$ cat src/rtl/hazard_control_unit.sv
// hazard_control_unit: stall/flush sequencer for a 5-stage pipeline with memory-wait watchdog.
// Optional HAZARD_PERF_CNT_EN adds stall/flush performance counters (tied to zero otherwise).
module hazard_control_unit #(
  parameter int WAIT_LIMIT = 64
) (
  input  logic        CLK,
  input  logic        RST_N,
  input  logic [4:0]  Rs1_Addr_D,
  input  logic [4:0]  Rs2_Addr_D,
  input  logic [4:0]  Rd_Addr_E,
  input  logic        Mem_Read_E,
  input  logic        Branch_Taken_E,
  input  logic        IMem_Ready,
  input  logic        DMem_Req_M,
  input  logic        DMem_Ready,
  output logic        Stall_F,
  output logic        Stall_D,
  output logic        Stall_E,
  output logic        Stall_M,
  output logic        Flush_D,
  output logic        Flush_E,
  output logic        Bus_Err,
  output logic [31:0] Stall_Count,
  output logic [31:0] Flush_Count
);
  localparam int CW = $clog2(WAIT_LIMIT + 1);
  typedef enum logic [1:0] {RUN, FETCH_WAIT, DATA_WAIT, ERROR} state_t;
  state_t state, nxt;
  logic [CW-1:0] wait_cnt, cnt_nxt;
  logic redirect_pend, pend_nxt;
  logic dw, fw, lu, discard, waiting, active;
  assign dw = DMem_Req_M & ~DMem_Ready;
  assign fw = ~IMem_Ready;
  assign lu = Mem_Read_E & (Rd_Addr_E != 5'd0) & ((Rd_Addr_E == Rs1_Addr_D) | (Rd_Addr_E == Rs2_Addr_D));
  // the wrong-path fetch returning after a redirect is thrown away
  assign discard = redirect_pend & IMem_Ready;
  assign waiting = (state == FETCH_WAIT) | (state == DATA_WAIT);
  assign active = RST_N & (state != ERROR) & ~dw;
  assign Bus_Err = state == ERROR;
  always_comb begin
    Stall_F = 1'b1;
    Stall_D = 1'b1;
    Stall_E = 1'b1;
    Stall_M = 1'b1;
    Flush_D = 1'b0;
    Flush_E = 1'b0;
    if (active) begin
      Stall_F = ~Branch_Taken_E & (lu | fw) & ~discard;
      Stall_D = ~Branch_Taken_E & lu;
      Stall_E = 1'b0;
      Stall_M = 1'b0;
      Flush_D = Branch_Taken_E | (fw & ~lu) | discard;
      Flush_E = Branch_Taken_E | lu;
    end
  end
  always_comb begin
    nxt = state;
    case (state)
      RUN:        nxt = dw ? DATA_WAIT : fw ? FETCH_WAIT : RUN;
      FETCH_WAIT: nxt = dw ? DATA_WAIT : IMem_Ready ? RUN : FETCH_WAIT;
      DATA_WAIT:  nxt = DMem_Ready ? (fw ? FETCH_WAIT : RUN) : DATA_WAIT;
      ERROR:      nxt = ERROR;
    endcase
    if (waiting && nxt == state && wait_cnt == CW'(WAIT_LIMIT - 1)) nxt = ERROR;
    cnt_nxt = (waiting && nxt == state) ? wait_cnt + 1'b1 : '0;
    pend_nxt = dw ? redirect_pend : Branch_Taken_E ? fw : IMem_Ready ? 1'b0 : redirect_pend;
  end
  always_ff @(posedge CLK or negedge RST_N) begin
    if (!RST_N) begin
      state <= RUN;
      wait_cnt <= '0;
      redirect_pend <= 1'b0;
    end else begin
      state <= nxt;
      wait_cnt <= cnt_nxt;
      redirect_pend <= pend_nxt;
    end
  end
`ifdef HAZARD_PERF_CNT_EN
  always_ff @(posedge CLK or negedge RST_N) begin
    if (!RST_N) begin
      Stall_Count <= '0;
      Flush_Count <= '0;
    end else begin
      Stall_Count <= Stall_Count + {31'd0, Stall_F};
      Flush_Count <= Flush_Count + {31'd0, Flush_D | Flush_E};
    end
  end
`else
  assign Stall_Count = 32'h0;
  assign Flush_Count = 32'h0;
`endif
endmodule

$ cat config.mk
export PLATFORM = sky130hd
export DESIGN_NAME = hazard_control_unit
export DESIGN_NICKNAME = d
export VERILOG_FILES = /design/src/rtl/hazard_control_unit.sv
export SDC_FILE = /design/constraint.sdc
export NUM_CORES = 1
export LEC_CHECK = 0
export ABC_CLOCK_PERIOD_IN_PS = 4340
export BUFFER_PORTS_ARGS = -buffer_cell sky130_fd_sc_hd__clkbuf_2
export CAP_MARGIN = 40
export CORE_UTILIZATION = 43
export CTS_CLUSTER_DIAMETER = 100
export DETAILED_ROUTE_END_ITERATION = 10
export GPL_TIMING_DRIVEN = 0
export PLACE_DENSITY = 0.83
export SLEW_MARGIN = 20
export SYNTH_ARGS = -nofsm -noshare
export SYNTH_HDL_FRONTEND = slang
export SYNTH_SLANG_ARGS = --single-unit
$ cat constraint.sdc
create_clock -name CLK -period 4.34 [get_ports CLK]
set_input_delay 0.434 -clock CLK [delete_from_list [all_inputs] [get_ports CLK]]
set_output_delay 0.434 -clock CLK [all_outputs]
set_load 0.1 [all_outputs]
**After elaboration in Yosys (flattened, before gate mapping)**

Cells that the tools add are included.
W data, S select, Z words.

- Bits in registers: 10
- Input port bits: 22
- Output and inout port bits: 71
- Word-level logic and storage cells: 56

- Add/sub/neg operators: 1
- Equality and inequality tests: 9
- Muxes and demuxes: 13
- Bitwise gates (word level): 22
- Reductions and logical operators: 8

Operator list:

| kind | number |
|---|---|
| $and A1 B1 Y1 | 10 |
| $eq A5 B5 Y1 | 2 |
| $mux W1 | 8 |
| $add A7 B1 Y7 const B | 1 |
| $eq A7 B6 Y1 const B | 1 |
| $mux W7 | 1 |
| $mux W2 | 3 |
| $not A1 Y1 | 6 |
| $or A1 B1 Y1 | 6 |
| $pmux W2 S3 | 1 |
| $reduce_bool A5 Y1 | 1 |
| $eq A2 B2 Y1 | 2 |
| $eq A2 B2 Y1 const B | 2 |
| $logic_and A1 B1 Y1 | 3 |
| $eq A2 B1 Y1 const B | 1 |
| $logic_not A2 Y1 | 1 |
| $ne A2 B2 Y1 const B | 1 |
| $reduce_and A2 Y1 | 1 |
| $reduce_bool A2 Y1 | 1 |
| $reduce_or A2 Y1 | 1 |

**Longest topological paths before layout**

Gate-level depths: netlist (run 1).

- Depth after elaboration: 11
- Gate-level depth with buffers: 7

**Worst setup path before layout (run 1)**

Ideal clock, no wire load.

- Path kind: register -> output
- Start point: register state[0]
- End point: output port Flush_D
- Arrival time: 3736 ps
- Required time: 3906 ps
- Slack: 170 ps
- Stages on the path, launching flop included: 5
- Buffers on the path: 0
- Cells stage by stage: dfrtp_1 ha_1 inv_1 nand3_1 a221oi_2

- Cells in the longest elaborated chain, start to end: 4

RTL lines:

| what | line | RTL |
|---|---|---|
| from (decl) | 28 | `state_t state, nxt;` |
| from (signal assigned) | 74 | `state <= nxt;` |
| $ne A2 B2 Y1 | 38 | `assign active = RST_N & (state != ERROR) & ~dw;` |
| $and A1 B1 Y1 (2 in series) | 38 |  |
| $mux W1 | 47 | `if (active) begin` |
| to (decl) | 20 | `output logic Flush_D,` |

No other way between the ends.

**Worst setup path in the final report (run 1)**

- Start point: input port Rd_Addr_E[1]
- End point: output port Flush_D

- Cells in the longest elaborated chain, start to end: 8
- Elaborated cells between the ends (all ways): 11
- Classes of those cells: eq/ne (2); mux (1); bitwise (7); reduce/logical (1)

RTL lines:

| what | line | RTL |
|---|---|---|
| from (decl) | 10 | `input logic [4:0] Rd_Addr_E,` |
| $eq A5 B5 Y1 / $reduce_bool A5 Y1 (equally long branches) | 34 | `assign lu = Mem_Read_E & (Rd_Addr_E != 5'd0) & ((Rd_Addr_E == Rs1_Addr_D) \| (Rd_Addr_E == Rs2_Addr_D));` |
| $or A1 B1 Y1 / $and A1 B1 Y1 (equally long branches) | 34 |  |
| $and A1 B1 Y1 * | 34 |  |
| $not A1 Y1 * | 52 | `Flush_D = Branch_Taken_E \| (fw & ~lu) \| discard;` |
| $and A1 B1 Y1 * | 52 |  |
| $or A1 B1 Y1 * (2 in series) | 52 |  |
| $mux W1 * | 47 |  |

Every way passes the cells marked *; elsewhere a longest branch is shown, timed or not.

==> results of run 1 <==
[layout make-up]
type | instances | area (sq um)
plain buffers | 65 | 488.0
clock buffers | 3 | 22.52
fillers | 245 | 919.6
inverters | 4 | 15.01
multi-input cells | 125 | 671.9
flip-flops and latches | 10 | 250.2
well taps | 30 | 37.54
repair buffers | 28 | 140.1
[logic make-up (layout without fill, tap and decap cells)]
family | after synthesis | in the layout | synth area share (%)
buffers and inverters | 69 | 100 | 42.32
AND/OR/NAND/NOR | 28 | 28 | 11.58
AO/OA/AOI/OAI | 15 | 15 | 10.53
XOR/XNOR | 15 | 15 | 11.05
flip-flops | 10 | 10 | 21.05
adder cells (fa/ha/maj) | 3 | 3 | 3.158
other | 1 | 64 | 0.3155
[worst max-delay path, delay by kind of cell]
kind | cells | cell delay, ns
buffers and inverters | 2 | 0.60
AO/OA/AOI/OAI | 3 | 0.49
AND/OR/NAND/NOR | 1 | 0.53
[synth_stat cells]
master    instances  share of area [%]
o21ai_1           1               0.42
a221oi_2          1                1.3
a21oi_1           5                2.1
nor3_1            3                1.3
a311oi_2          1                1.3
or4_1             1               0.63
nand3_1           6                2.5
o31ai_1           1               0.63
o21bai_4          1                1.6
nand2b_1          1               0.53
conb_1            1               0.32
nor2_1            9                2.8
o21ai_0           1               0.42
xnor2_1           6                4.4
a211o_1           1               0.74
and3_1            2                1.1
nand2_2           1               0.53
xor2_1            9                6.6
inv_1             4                1.3
o21ba_1           1               0.84
dfrtp_1          10                 21
a21o_1            1               0.63
o21a_1            1               0.63
ha_1              3                3.2
nand3b_1          2                1.3
nand2_1           3               0.95
buf_4            65                 41
[per-stage QoR]
step / util (%) / power [mW] / cell area [sq um] / std cells
finish: 63.86 / 0.6036 / 1625 / 265
global route: 63.86 / 0.6324 / 1625 / 265
CTS: 63.86 / 0.6053 / 1625 / 265
detailed placement: 62.98 / 0.5449 / 1603 / 262
global placement: 62.98 / 0.5429 / 1603 / 262
floorplan: - / 0.5112 / 1425 / 204
[power groups by stage]
stage          registers (mW)  logic, mW  clock network [mW]
2_1_floorplan           0.111      0.400                   0
3_3_place_gp            0.113      0.430                   0
3_5_place_dp            0.113      0.432                   0
4_1_cts                 0.112      0.432              0.0616
5_1_grt                 0.114      0.451              0.0675
6_report                0.112      0.433              0.0587
[sequential cells by signal (all words and copies together) (netlist names)]
signal         flops
state              2
redirect_pend      1
wait_cnt           7
[worst min path at each step]
| stage | end | slack, ns |
|---|---|---|
| finish | wait_cnt[2]$_DFF_PN0_ | 0.04 |
| global route | wait_cnt[0]$_DFF_PN0_ | 0.04 |
| CTS | wait_cnt[3]$_DFF_PN0_ | 0.04 |
| detailed placement | wait_cnt[2]$_DFF_PN0_ | 0.32 |
| global placement | wait_cnt[3]$_DFF_PN0_ | 0.31 |
| floorplan | redirect_pend$_DFFE_PN0P_ | 0.14 |
[layer usage]
metal | track usage, % | vias to the layer above | routed length, um
li1 | - | 519 | -
met1 | 14.26 | 394 | 714
met2 | 23.58 | 45 | 975
met3 | 2.222 | 0 | 183
met4 | 4.701 | 0 | 0
met5 | 0 | - | 0
==> impl.org, run 1 <==
** Run
- Reported max-cap violation count :: 0

** Global routing
- For this run the aggregate overflow at the end of global routing stands at 0.
- Across every metal layer, demand over resource in global routing totals 12.72%.
- Maximum number of pins on one net before global-route repair :: 12
- The first global-routing pass estimated 2739 um of wire.
- The number of global-route vias before repair came to 686.
- Initial antenna violation count :: 0

** Detailed routing
- Residual antenna-violating net count after detailed routing :: 0
- The first routing iteration left 12 violations.
- The final layout contains routed wiring with a total length of 1873 um.
- In the routed design, unresolved DRC markers number 0.
- Mean number of vias per cell :: 3.615
- In the final routed layout, each cell accounts on average for 7.068 um.
- The pre-antenna-repair detailed-routing pass consisted of 4 iterations.
- Across all layers, the routed design uses 958 vias.

** Timing
- Between clock sinks in the finished design, the worst skew comes to 0.0005349 ns.
- The tightest hold path in the finished design has a slack of 0.03773 ns.
- Setup total negative slack on the finished layout was measured at 0 ns.
- The number of hold-slack violations in the final timing report was 0.
- Setup repair after global routing left no endpoint under its margin.
- Max-slew violations :: 0
- Worst max-slew margin expressed relative to the limit :: 63.63%
- After layout, the minimum clock period comes to 2.490 ns.
- Setup violators final :: 0
- Once routing completed, OpenROAD measured the worst setup slack at 1.850 ns.
- Final worst-path cycle share :: 57.37%
- For the pin with the worst max-slew slack, the measured transition is 0.5478 ns.
- Maximum achievable frequency :: 401.6 MHz

** Floorplanning
- Once the floorplan was initialized, standard cells occupied 46.71% of the core.
- The floorplan has 18 rows.
- The core region is 2545 sq um.
- Die Height :: 54.58 um
- In this run the horizontal extent of the chip is 54.58 um.
- Die Outline Area :: 2978 sq um
- # IOs :: 93

** Power and ir drop
- Power density over the cells :: 371.4 nW/um^2
- The worst-case IR drop observed on VDD is 200.7 uV.
- The analysis attributes to cell leakage a power of 1.007 nW.
- Design internal power :: 0.2137 mW
- Clk pwr share :: 9.7%
- Summed over all nets, the switching power comes to 0.3898 mW.
- Switching fraction of total power :: 64.59%
- Of the total power, registers draw 18.5%.
- Combinational cells account for 71.8% of the total power.

** Worst setup path
- The worst register-to-register path begins at state[0]$_DFF_PN0_.
- In this run the register-to-register setup slack is 2.62 ns.
- The worst setup path is captured at an output port.
- The worst register-to-register path ends at wait_cnt[3]$_DFF_PN0_.
- The slowest stage of the critical path belongs to the cell or4_1.
- Most Frequent Cell on Critical Path :: clkbuf_2
- Tracing the worst setup path back leads to its startpoint at Rd_Addr_E[1].
- Counting cells, the worst reg-to-reg path comes to 7.
- Worst path required time :: 3.91 ns
- For this run, the slowest stage of the critical path takes 0.53 ns.
- The worst setup path is launched from an input pin.
- The critical path is of the in2out type.
- Data arrives at the worst endpoint at 2.06 ns.
- In this run the worst path has a maximum fanout of 4.
- The signal on the critical path passes through clkbuf_2 -> or4_1 -> o21ai_1 -> a21oi_1 -> a221oi_2 -> clkbuf_2.
- Worst setup path endpoint :: Flush_D

** Clocking
- After clock tree synthesis, the clock-pin slew on the worst setup and hold paths is 0.06 ns.
- TritonCTS built the clock tree.
- TritonCTS sink count :: 10
- In this run the number of H-tree levels came out at 1.
- Count of cells resized by post-cts repair :: 0
- Clock root buffer master :: clkbuf_4
- The clock reaches the later pin of the worst-skew pair after 0.25 ns.
- The longest clock path from root to sink contains 2 buffers.
- Buffers inserted to repair hold after CTS numbered 0.
- Total setup buffers inserted after CTS :: 0
- Counting the buffers created by CTS gives 3.

** Yosys
- Total standard cell area after synthesis :: 1189 sq um
- After synthesis, flip-flops and latches occupy 21.05% of the total area.
- In this run, synthesis produced a sequential element count of 10.
- Synthesis produced a netlist whose cell count is 141.
- Synth warnings :: 0
- Synthesized area divided by synthesized cell count :: 8.430 sq um
- Yosys mapped the design onto 27 distinct sky130hd cell types.

** Outcome
- The flow ran to the end, and the final reports show no timing, DRC or antenna violations.

** Place
- Routability congestion estimate from global placement :: 0.8004
- Number of buffer cells added on primary ports :: 28
- Timing analysis after detailed placement gives a worst setup slack of 1.849 ns.
- The HPWL after detailed placement is 1694 um.

** Layout
- Fraction of layout cells with a size suffix above 1 :: 42.55%
- Most common cell after layout, fill and taps aside :: buf_4
- The area growth from synthesis to layout is 36.74%.
- Number of antenna diodes :: 0
- Final layout net count :: 262
- Leaving out fill and tap cells, the most frequent cells in the layout are buf_4 (65), conb_1 (64), clkbuf_2 (28), dfrtp_1 (10).

** Min path
- The path class of the tightest hold or removal check is in2async.
(Power assumes the default switching activity.)
==> inputs of run 2 (changes only) <==
--- a/config.mk
+++ b/config.mk
@@ -5,14 +5,14 @@
 export SDC_FILE = /design/constraint.sdc
 export NUM_CORES = 1
 export LEC_CHECK = 0
-export ABC_CLOCK_PERIOD_IN_PS = 4340
+export ABC_CLOCK_PERIOD_IN_PS = 2100
 export BUFFER_PORTS_ARGS = -buffer_cell sky130_fd_sc_hd__clkbuf_2
 export CAP_MARGIN = 40
-export CORE_UTILIZATION = 43
+export CORE_UTILIZATION = 36
 export CTS_CLUSTER_DIAMETER = 100
 export DETAILED_ROUTE_END_ITERATION = 10
 export GPL_TIMING_DRIVEN = 0
-export PLACE_DENSITY = 0.83
+export PLACE_DENSITY = 0.74
 export SLEW_MARGIN = 20
 export SYNTH_ARGS = -nofsm -noshare
 export SYNTH_HDL_FRONTEND = slang
==> constraint.sdc (replaced) <==
create_clock -name CLK -period 2.1 [get_ports CLK]
set_input_delay 0.21 -clock CLK [delete_from_list [all_inputs] [get_ports CLK]]
set_output_delay 0.21 -clock CLK [all_outputs]
set_load 0.1 [all_outputs]
==> impl.org, run 2 (synthesized netlist as in run 1, its figures left out) <==
** Timing
- Measured slew at the worst slew-check pin :: 0.5445 ns (was 0.5478 ns)
- Static timing analysis puts the maximum clock frequency at 499.4 MHz.
- RSZ-0062 raised after global routing :: false (unchanged)
- Final worst-path cycle share :: 95.36%
- Post-layout minimum cycle time :: 2.003 ns
- Hold violation count in the final report :: 0 (unchanged)
- Worst Slack Setup Final :: 0.09743 ns (was 1.850 ns)
- The count of final max-slew check failures came to 0 (unchanged).
- The worst hold slack across all endpoints came to 0.2293 ns (was 0.03773 ns).
- The worst clock skew is 0.001900 ns (was 0.0005349 ns).
- Setup violators final :: 0 (unchanged)
- Worst max-slew margin expressed relative to the limit :: 63.86% (was 63.63%)

** Clocking
- The clock tree from TritonCTS is built (unchanged).
- The clock-pin slew on the worst setup and hold paths is 0.07 ns (was 0.06 ns).
- TritonCTS sink count :: 10 (unchanged)
- Clock root buffer master :: clkbuf_4 (unchanged)
- The clock latency of the later-clocked register in the worst-skew pair came to 0.27 ns (was 0.25 ns).
- Maximum buffer depth of the clock tree :: 2 (unchanged)
- The number of H-tree levels came to 1 (unchanged).
- CTS Buf Count :: 3 (unchanged)

** Worst setup path
- The cell count of the worst reg-to-reg path was 7 (unchanged).
- Maximum fanout along the worst path :: 6 (was 4)
- The type of the setup path with the least slack was reg2out (was in2out).
- The endpoint class of the critical path is an output port (unchanged).
- Critical Path Source Type :: flip-flop (was input pin)
- RR Startpoint :: state[0]$_DFF_PN0_ (unchanged)
- Capture instance of the worst register-to-register path :: wait_cnt[2]$_DFF_PN0_ (was wait_cnt[3]$_DFF_PN0_)
- Worst path required time :: 1.89 ns (was 3.91 ns)
- Internal reg-to-reg setup slack :: 0.34 ns (was 2.62 ns)
- The arrival time of the worst setup path came to 1.79 ns (was 2.06 ns).

** Detailed routing
- The mean number of vias per cell came to 3.438 (was 3.615).
- Post-DR wirelength/cell :: 7.338 um (was 7.068 um)
- Final wirelength :: 2062 um (was 1873 um)
- Vias :: 966 (was 958)
- Residual antenna-violating net count after detailed routing :: 0 (unchanged)
- The DRC violation count after routing was 0 (unchanged).
- Drt first pass iters :: 4 (unchanged)
- The iteration-0 DRC count of the detailed router was 14 (was 12).

** Min path
- The worst hold path was traced through 3 stages.
- The kind of path behind the tightest hold check is in2reg (was in2async).
- In this run the most critical hold path is launched from DMem_Req_M.
- The path with the worst hold slack has its endpoint at state[1]$_DFF_PN0_.

** Layout
- The fraction of layout instances using a drive strength above 1 was 44.73% (was 42.55%).
- The post-synthesis to final-layout area growth came to 43.79% (was 36.74%).
- Register bank with the most flops :: wait_cnt (unchanged)
- Final Cell Area :: 1709 sq um (was 1625 sq um)
- The most common cell after layout, fill and taps aside was buf_4 (unchanged).
- Number of flip-flops in the largest register :: 7 (unchanged)
- Number of fill cells :: 327 (was 245)
- Number of antenna diodes :: 0 (unchanged)
- Leading cell types in the layout, fill and taps excluded :: buf_4 (65), conb_1 (64), clkbuf_2 (24), dfrtp_1 (10) (was buf_4 (65), conb_1 (64), clkbuf_2 (28), dfrtp_1 (10))
- Final layout net count :: 263 (was 262)
- Area of the multi-input gates :: 709.4 sq um (was 671.9 sq um)
- The sequential cell area came to 250.2 sq um (unchanged).
- Registers with the most flip-flops: wait_cnt (7), state (2), redirect_pend (1) (unchanged).

** Floorplanning
- The total number of placement rows is 20 (was 18).
- The x dimension of the die is 59.46 um (was 54.58 um).
- The total core area is 3103 sq um (was 2545 sq um).
- Die Height :: 59.46 um (was 54.58 um)
- # IOs :: 93 (unchanged)
- Starting utilization of the core area :: 38.31% (was 46.71%)
- The die outline area came to 3535 sq um (was 2978 sq um).

** Global routing
- The first-pass GRT wire length came to 3298 um (was 2739 um).
- The total routing usage reported by global routing is 12.08% (was 12.72%).
- Aggregate global routing overflow :: 0 (unchanged)
- The largest net degree at the start of global routing is 11 (was 12).
- The initial antenna violation count came to 0 (unchanged).
- The number of global-route vias before repair was 753 (was 686).

** Place
- The port buffer count was 28 (unchanged).
- The post-placement cell area was 1660 sq um (was 1603 sq um).
- Pre-CTS setup slack :: 0.007354 ns (was 1.849 ns)
- The post-DP HPWL is 1820 um (was 1694 um).
- Routability congestion estimate from global placement :: 0.7792 (was 0.8004)

** Power and ir drop
- Worst vdd rail ir drop :: 481.2 uV (was 200.7 uV)
- Post-layout total power :: 1.323 mW (was 0.6036 mW)
- Static Leakage :: 1.013 nW (was 1.007 nW)
- The total power density per cell area was 774.3 nW/um^2 (was 371.4 nW/um^2).

** Run
- Reported max-cap violation count :: 0 (unchanged)

** Outcome
- Run status: completed (unchanged).
[run 2: layout make-up]
cell class,instances,area share (%)
Inverter,4,1.025
Clock buffer,4,2.123
Buffer,65,28.55
Multi-Input combinational cell,125,41.51
Timing Repair Buffer,29,8.931
Sequential cell,10,14.64
Tap cell,44,3.221
[run 2: metrics by stage]
step / instances / TNS (ns) / util, %
final: 281 / 0 / 55.08
after global routing: 281 / 0 / 55.08
after CTS: 281 / 0 / 55.00
after detailed placement: 276 / 0 / 53.51
after global placement: 276 / 0 / 53.51
after floorplan: 204 / -0.1843 / -
[run 2: how the worst max path moves through the flow]
stage	end	from	slack (ns)
4_1_cts	Flush_D	Rd_Addr_E[1]	0.01
2_1_floorplan	Flush_D	state[1]$_DFF_PN0_	-0.18
5_1_grt	Stall_F	Rd_Addr_E[3]	0.02
3_5_place_dp	Flush_D	Rd_Addr_E[1]	0.007
6_report	Flush_E	state[1]$_DFF_PN0_	0.1
3_3_place_gp	Flush_D	Rd_Addr_E[1]	0.04
[run 2: critical path: stages, from the launching register on]
cell and delay (ns):
dfrtp_1 0.47, ha_4 0.21, inv_4 0.07, nand3_4 0.10
o21ba_2 0.25, buf_2 0.42
[run 2: repair_timing]
| item | in CTS | in global routing |
|---|---|---|
| endpoints found under the hold margin | 10 | 0 |
| buffers inserted | 0 | 0 |
| hold buffers | 1 | 0 |
| gates resized for setup | 0 | 5 |
| setup endpoints to repair | 0 | 4 |
[run 2: report_power, final]
| group | internal (mW) | switching [mW] | leakage (nW) |
|---|---|---|---|
| Clock | 0.105 | 0.0697 | 0.0210 |
| Sequential | 0.211 | 0.0225 | 0.133 |
| Combinational | 0.176 | 0.738 | 0.860 |
[run 2: routing by layer]
metal  vias up  share of wire (%)  GRT usage, %
met3         0                8.8         2.838
met4         0                  0         2.041
met2        45                 51         21.51
li1        523                  -             -
met1       398                 41         14.84
met5         -                  0             0
==> inputs of run 3 (changes only) <==
--- a/config.mk
+++ b/config.mk
@@ -5,13 +5,14 @@
 export SDC_FILE = /design/constraint.sdc
 export NUM_CORES = 1
 export LEC_CHECK = 0
+export ABC_AREA = 1
 export ABC_CLOCK_PERIOD_IN_PS = 2100
 export BUFFER_PORTS_ARGS = -buffer_cell sky130_fd_sc_hd__clkbuf_2
 export CAP_MARGIN = 40
-export CORE_UTILIZATION = 36
+export CORE_MARGIN = 2
+export CORE_UTILIZATION = 37
 export CTS_CLUSTER_DIAMETER = 100
 export DETAILED_ROUTE_END_ITERATION = 10
-export GPL_TIMING_DRIVEN = 0
 export PLACE_DENSITY = 0.74
 export SLEW_MARGIN = 20
 export SYNTH_ARGS = -nofsm -noshare
==> impl.org, run 3 <==
** Clocking
- CTS clk-pin slew, worst paths :: 0.07 ns (about the same)
- The count of cells resized by post-cts repair was 0 (unchanged).
- CTS Buf Count :: 3 (unchanged)
- Clock root buffer master :: clkbuf_4 (unchanged)
- Level count of the clock H-tree :: 1 (unchanged)
- The number of buffers on the longest clock path is 2 (unchanged).
- Hold buffer count at cts :: 1 (unchanged)
- Clock latency on the worst-skew pair :: 0.28 ns (was 0.27 ns)
- TritonCTS clock tree :: built (unchanged)
- The post-CTS setup repair buffer count came to 0 (unchanged).
- TritonCTS sink count :: 10 (unchanged)

** Yosys
- Post-synth EDFFs :: 0 (unchanged)
- The number of flip-flops and latches in the synthesized netlist is 10 (unchanged).
- Synthesized area divided by synthesized cell count :: 7.485 sq um (was 8.430 sq um)
- Syn Inst Count :: 172 (was 141)
- The sequential share of the synthesized area is 19.44% (was 21.05%).
- Post-synth top area share :: 37.90% (was 41.05%)
- Largest area contributor in the synthesized netlist :: buf_4 (unchanged)
- The prevailing post-synth register cell is dfrtp_1 (unchanged).
- Top cells by area, synth: buf_4 (38%), dfrtp_1 (19%), xor2_1 (6.1%) (was buf_4 (41%), dfrtp_1 (21%), xor2_1 (6.6%)).
- The cell area after synthesis is 1287 sq um (was 1189 sq um).
- The most instantiated library cell after synthesis is buf_4 (unchanged).
- The number of distinct library cell variants in the gate-level netlist after synthesis came to 22 (was 27).
- The synthesis warning total was 0 (unchanged).
- Commonest cells in the synthesized netlist: buf_4 (65), nand2_1 (20), inv_1 (14) (was buf_4 (65), dfrtp_1 (10), nor2_1 (9), xor2_1 (9)).
- The post-synthesis async set-or-reset flop share is 100.0% (unchanged).

** Detailed routing
- Drt first pass iters :: 4 (unchanged)
- The via count was 905 (was 966).
- The iteration-0 DRC count of the detailed router came to 26 (was 14).
- The final wirelength is 1861 um (was 2062 um).
- The mean number of vias per cell is 3.635 (was 3.438).
- Residual antenna-violating net count after detailed routing :: 0 (unchanged)
- The post-detailed-route wirelength per cell is 7.474 um (was 7.338 um).
- Number of design rule violations left after detail routing :: 0 (unchanged)

** Global routing
- Total global-route track usage :: 9.201% (was 12.08%)
- The first-pass GRT wire length is 2870 um (was 3298 um).
- The largest net degree at the start of global routing is 12 (was 11).
- Number of global-route vias before repair :: 722 (was 753)
- Initial antenna violation count :: 0 (unchanged)
- The leftover overflow at the end of global routing was 0 (unchanged).

** Layout
- The most common cell after layout, fill and taps aside is conb_1 (was buf_4).
- Register bank with the most flops :: wait_cnt (unchanged)
- The fraction of layout instances using a drive strength above 1 is 26.11% (was 44.73%).
- The count of fill cells added during filler insertion was 347 (was 327).
- The flip-flop count of the largest register after layout was 7 (unchanged).
- Area of the multi-input gates :: 779.5 sq um (was 709.4 sq um)
- Registers with the most flip-flops: wait_cnt (7), state (2), redirect_pend (1) (unchanged).
- The sequential cell area was 251.5 sq um (was 250.2 sq um).
- Number of antenna diodes :: 0 (unchanged)
- Leading cell types in the layout, fill and taps excluded: conb_1 (64), clkbuf_2 (24), nand2_1 (19), inv_1 (13), nor2_1 (13) (was buf_4 (65), conb_1 (64), clkbuf_2 (24), dfrtp_1 (10)).
- Final layout net count :: 229 (was 263)
- Growth of design area from synthesis to finish :: 7.677% (was 43.79%)
- The final design area excluding fillers was 1386 sq um (was 1709 sq um).

** Run
- The number of maximum-capacitance constraint violations came to 0 (unchanged).

** Timing
- Final worst clock skew :: 0.004145 ns (was 0.001900 ns)
- RSZ-0062 raised after global routing: false (unchanged).
- The worst hold slack across all endpoints came to 0.1656 ns (was 0.2293 ns).
- The transition time of the tightest slew-check pin was 0.5434 ns (was 0.5445 ns).
- The number of endpoints failing setup at the final stage came to 0 (unchanged).
- The number of hold-slack violations in the final timing report was 0 (unchanged).
- The post-route clock period utilization is 91.84% (was 95.36%).
- Post-layout minimum cycle time :: 1.929 ns (was 2.003 ns)
- The count of final max-slew check failures was 0 (unchanged).
- Maximum achievable frequency :: 518.5 MHz (was 499.4 MHz)
- Worst max-slew margin expressed relative to the limit :: 63.92% (was 63.86%)

** Floorplanning
- The die outline area came to 3968 sq um (was 3535 sq um).
- The height of the die is 62.99 um (was 59.46 um).
- The effective utilization at floorplan came to 38.58% (was 38.31%).
- Chip Width :: 62.99 um (was 59.46 um)
- # IOs :: 93 (unchanged)
- Row count :: 21 (was 20)
- Area of the core region :: 3337 sq um (was 3103 sq um)

** Power and ir drop
- The leakage dissipation came to 0.8070 nW (was 1.013 nW).
- The peak supply drop is 257.3 uV (was 481.2 uV).
- Power density over the cells :: 682.2 nW/um^2 (was 774.3 nW/um^2)

** Place
- The post-DP HPWL was 1651 um (was 1820 um).
- The final weighted congestion in routability-driven placement was 0.8590 (was 0.7792).
- The port buffer count was 28 (unchanged).
- Area after DPL :: 1340 sq um (was 1660 sq um)

** Worst setup path
- The endpoint class of the critical path is an output port (unchanged).
- Signal arrival time at the worst endpoint :: 1.72 ns (was 1.79 ns)
- The data required time at the worst endpoint is 1.89 ns (about the same).
- Start-to-end type of the worst setup path :: reg2out (unchanged)
- The worst-path maximum fanout was 7 (was 6).
- Critical Path Source Type :: flip-flop (unchanged)

** Outcome
- Run status: completed (unchanged).

** Min path
- The kind of path behind the tightest hold check is in2reg (unchanged).
-- run 3: cell types whose count changed in the layout (fill, tap and decap cells not counted), moves of 4 or more --
cell,previous run,this run
buf_4,65,1
nor2_1,9,13
nand3_1,5,9
nand2_1,3,19
inv_1,3,13
-- run 3: final cells by class --
cell class	instances	area share [%]
inverter	16	4.603
clock buffer	4	2.617
timing repair buffer	29	14.26
sequential	10	18.14
tap	46	4.152
multi-input combinational	144	56.23
-- run 3: path summary, 6_finish.rpt --
path | startpoint | endpoint | slack (ns) | cells past startpoint
setup / recovery | state[1]$_DFF_PN0_ | Stall_E | 0.17 | 4
hold / removal | IMem_Ready | redirect_pend$_DFFE_PN0P_ | 0.17 | 2
setup reg to reg | state[0]$_DFF_PN0_ | wait_cnt[2]$_DFF_PN0_ | 0.39 | 10
hold reg to reg | wait_cnt[0]$_DFF_PN0_ | wait_cnt[0]$_DFF_PN0_ | 0.46 | 1
max in group asynchronous | RST_N | state[1]$_DFF_PN0_ | 1.51 | 2
min in group asynchronous | RST_N | wait_cnt[6]$_DFF_PN0_ | 0.34 | 2
-- run 3: stage by stage --
| stage | setup WS [ns] | power, mW | utilization (%) | std cells | setup TNS [ns] |
|---|---|---|---|---|---|
| final | 0.1713 | 0.9457 | 41.54 | 249 | 0 |
| after global routing | 0.1159 | 0.9727 | 41.54 | 249 | 0 |
| after global placement | 0.4744 | 0.7624 | 40.16 | 244 | 0 |
| after floorplan | -0.03658 | 0.8215 | - | 235 | -0.07283 |
| after detailed placement | 0.3938 | 0.7638 | 40.16 | 244 | 0 |
| after CTS | 0.1632 | 0.9462 | 41.54 | 249 | 0 |
-- run 3: worst max-delay path, cell delays in order, from the launching register on --
cell and delay, ns:
dfrtp_2 0.44, ha_4 0.18, clkinvlp_4 0.16, nand3_4 0.18, clkbuf_2 0.48
-- run 3: cell families after synthesis --
kind of cell    share of synthesized area [%]
buf+inv                                 42.57
simple gates                            22.16
xor+xnor                                8.844
flops                                   19.44
compound gates                          3.790
fa+ha+maj                               2.916
other cells                            0.2913
-- run 3: layer usage --
metal / part of all wire (%) / track usage [%] / vias to the layer above / wire (um)
met2: 48 / 15.43 / 52 / 892
li1: - / - / 462 / -
met4: 2.5 / 7.222 / 0 / 46
met5: 0 / 0 / - / 0
met3: 11 / 2.162 / 5 / 207
met1: 38 / 9.867 / 386 / 716
-- run 3: report_power, final --
group | switching, mW | total (mW) | internal [mW]
Combinational | 0.535 | 0.567 | 0.0320
Clock | 0.0773 | 0.183 | 0.106
Sequential | 0.00105 | 0.195 | 0.194
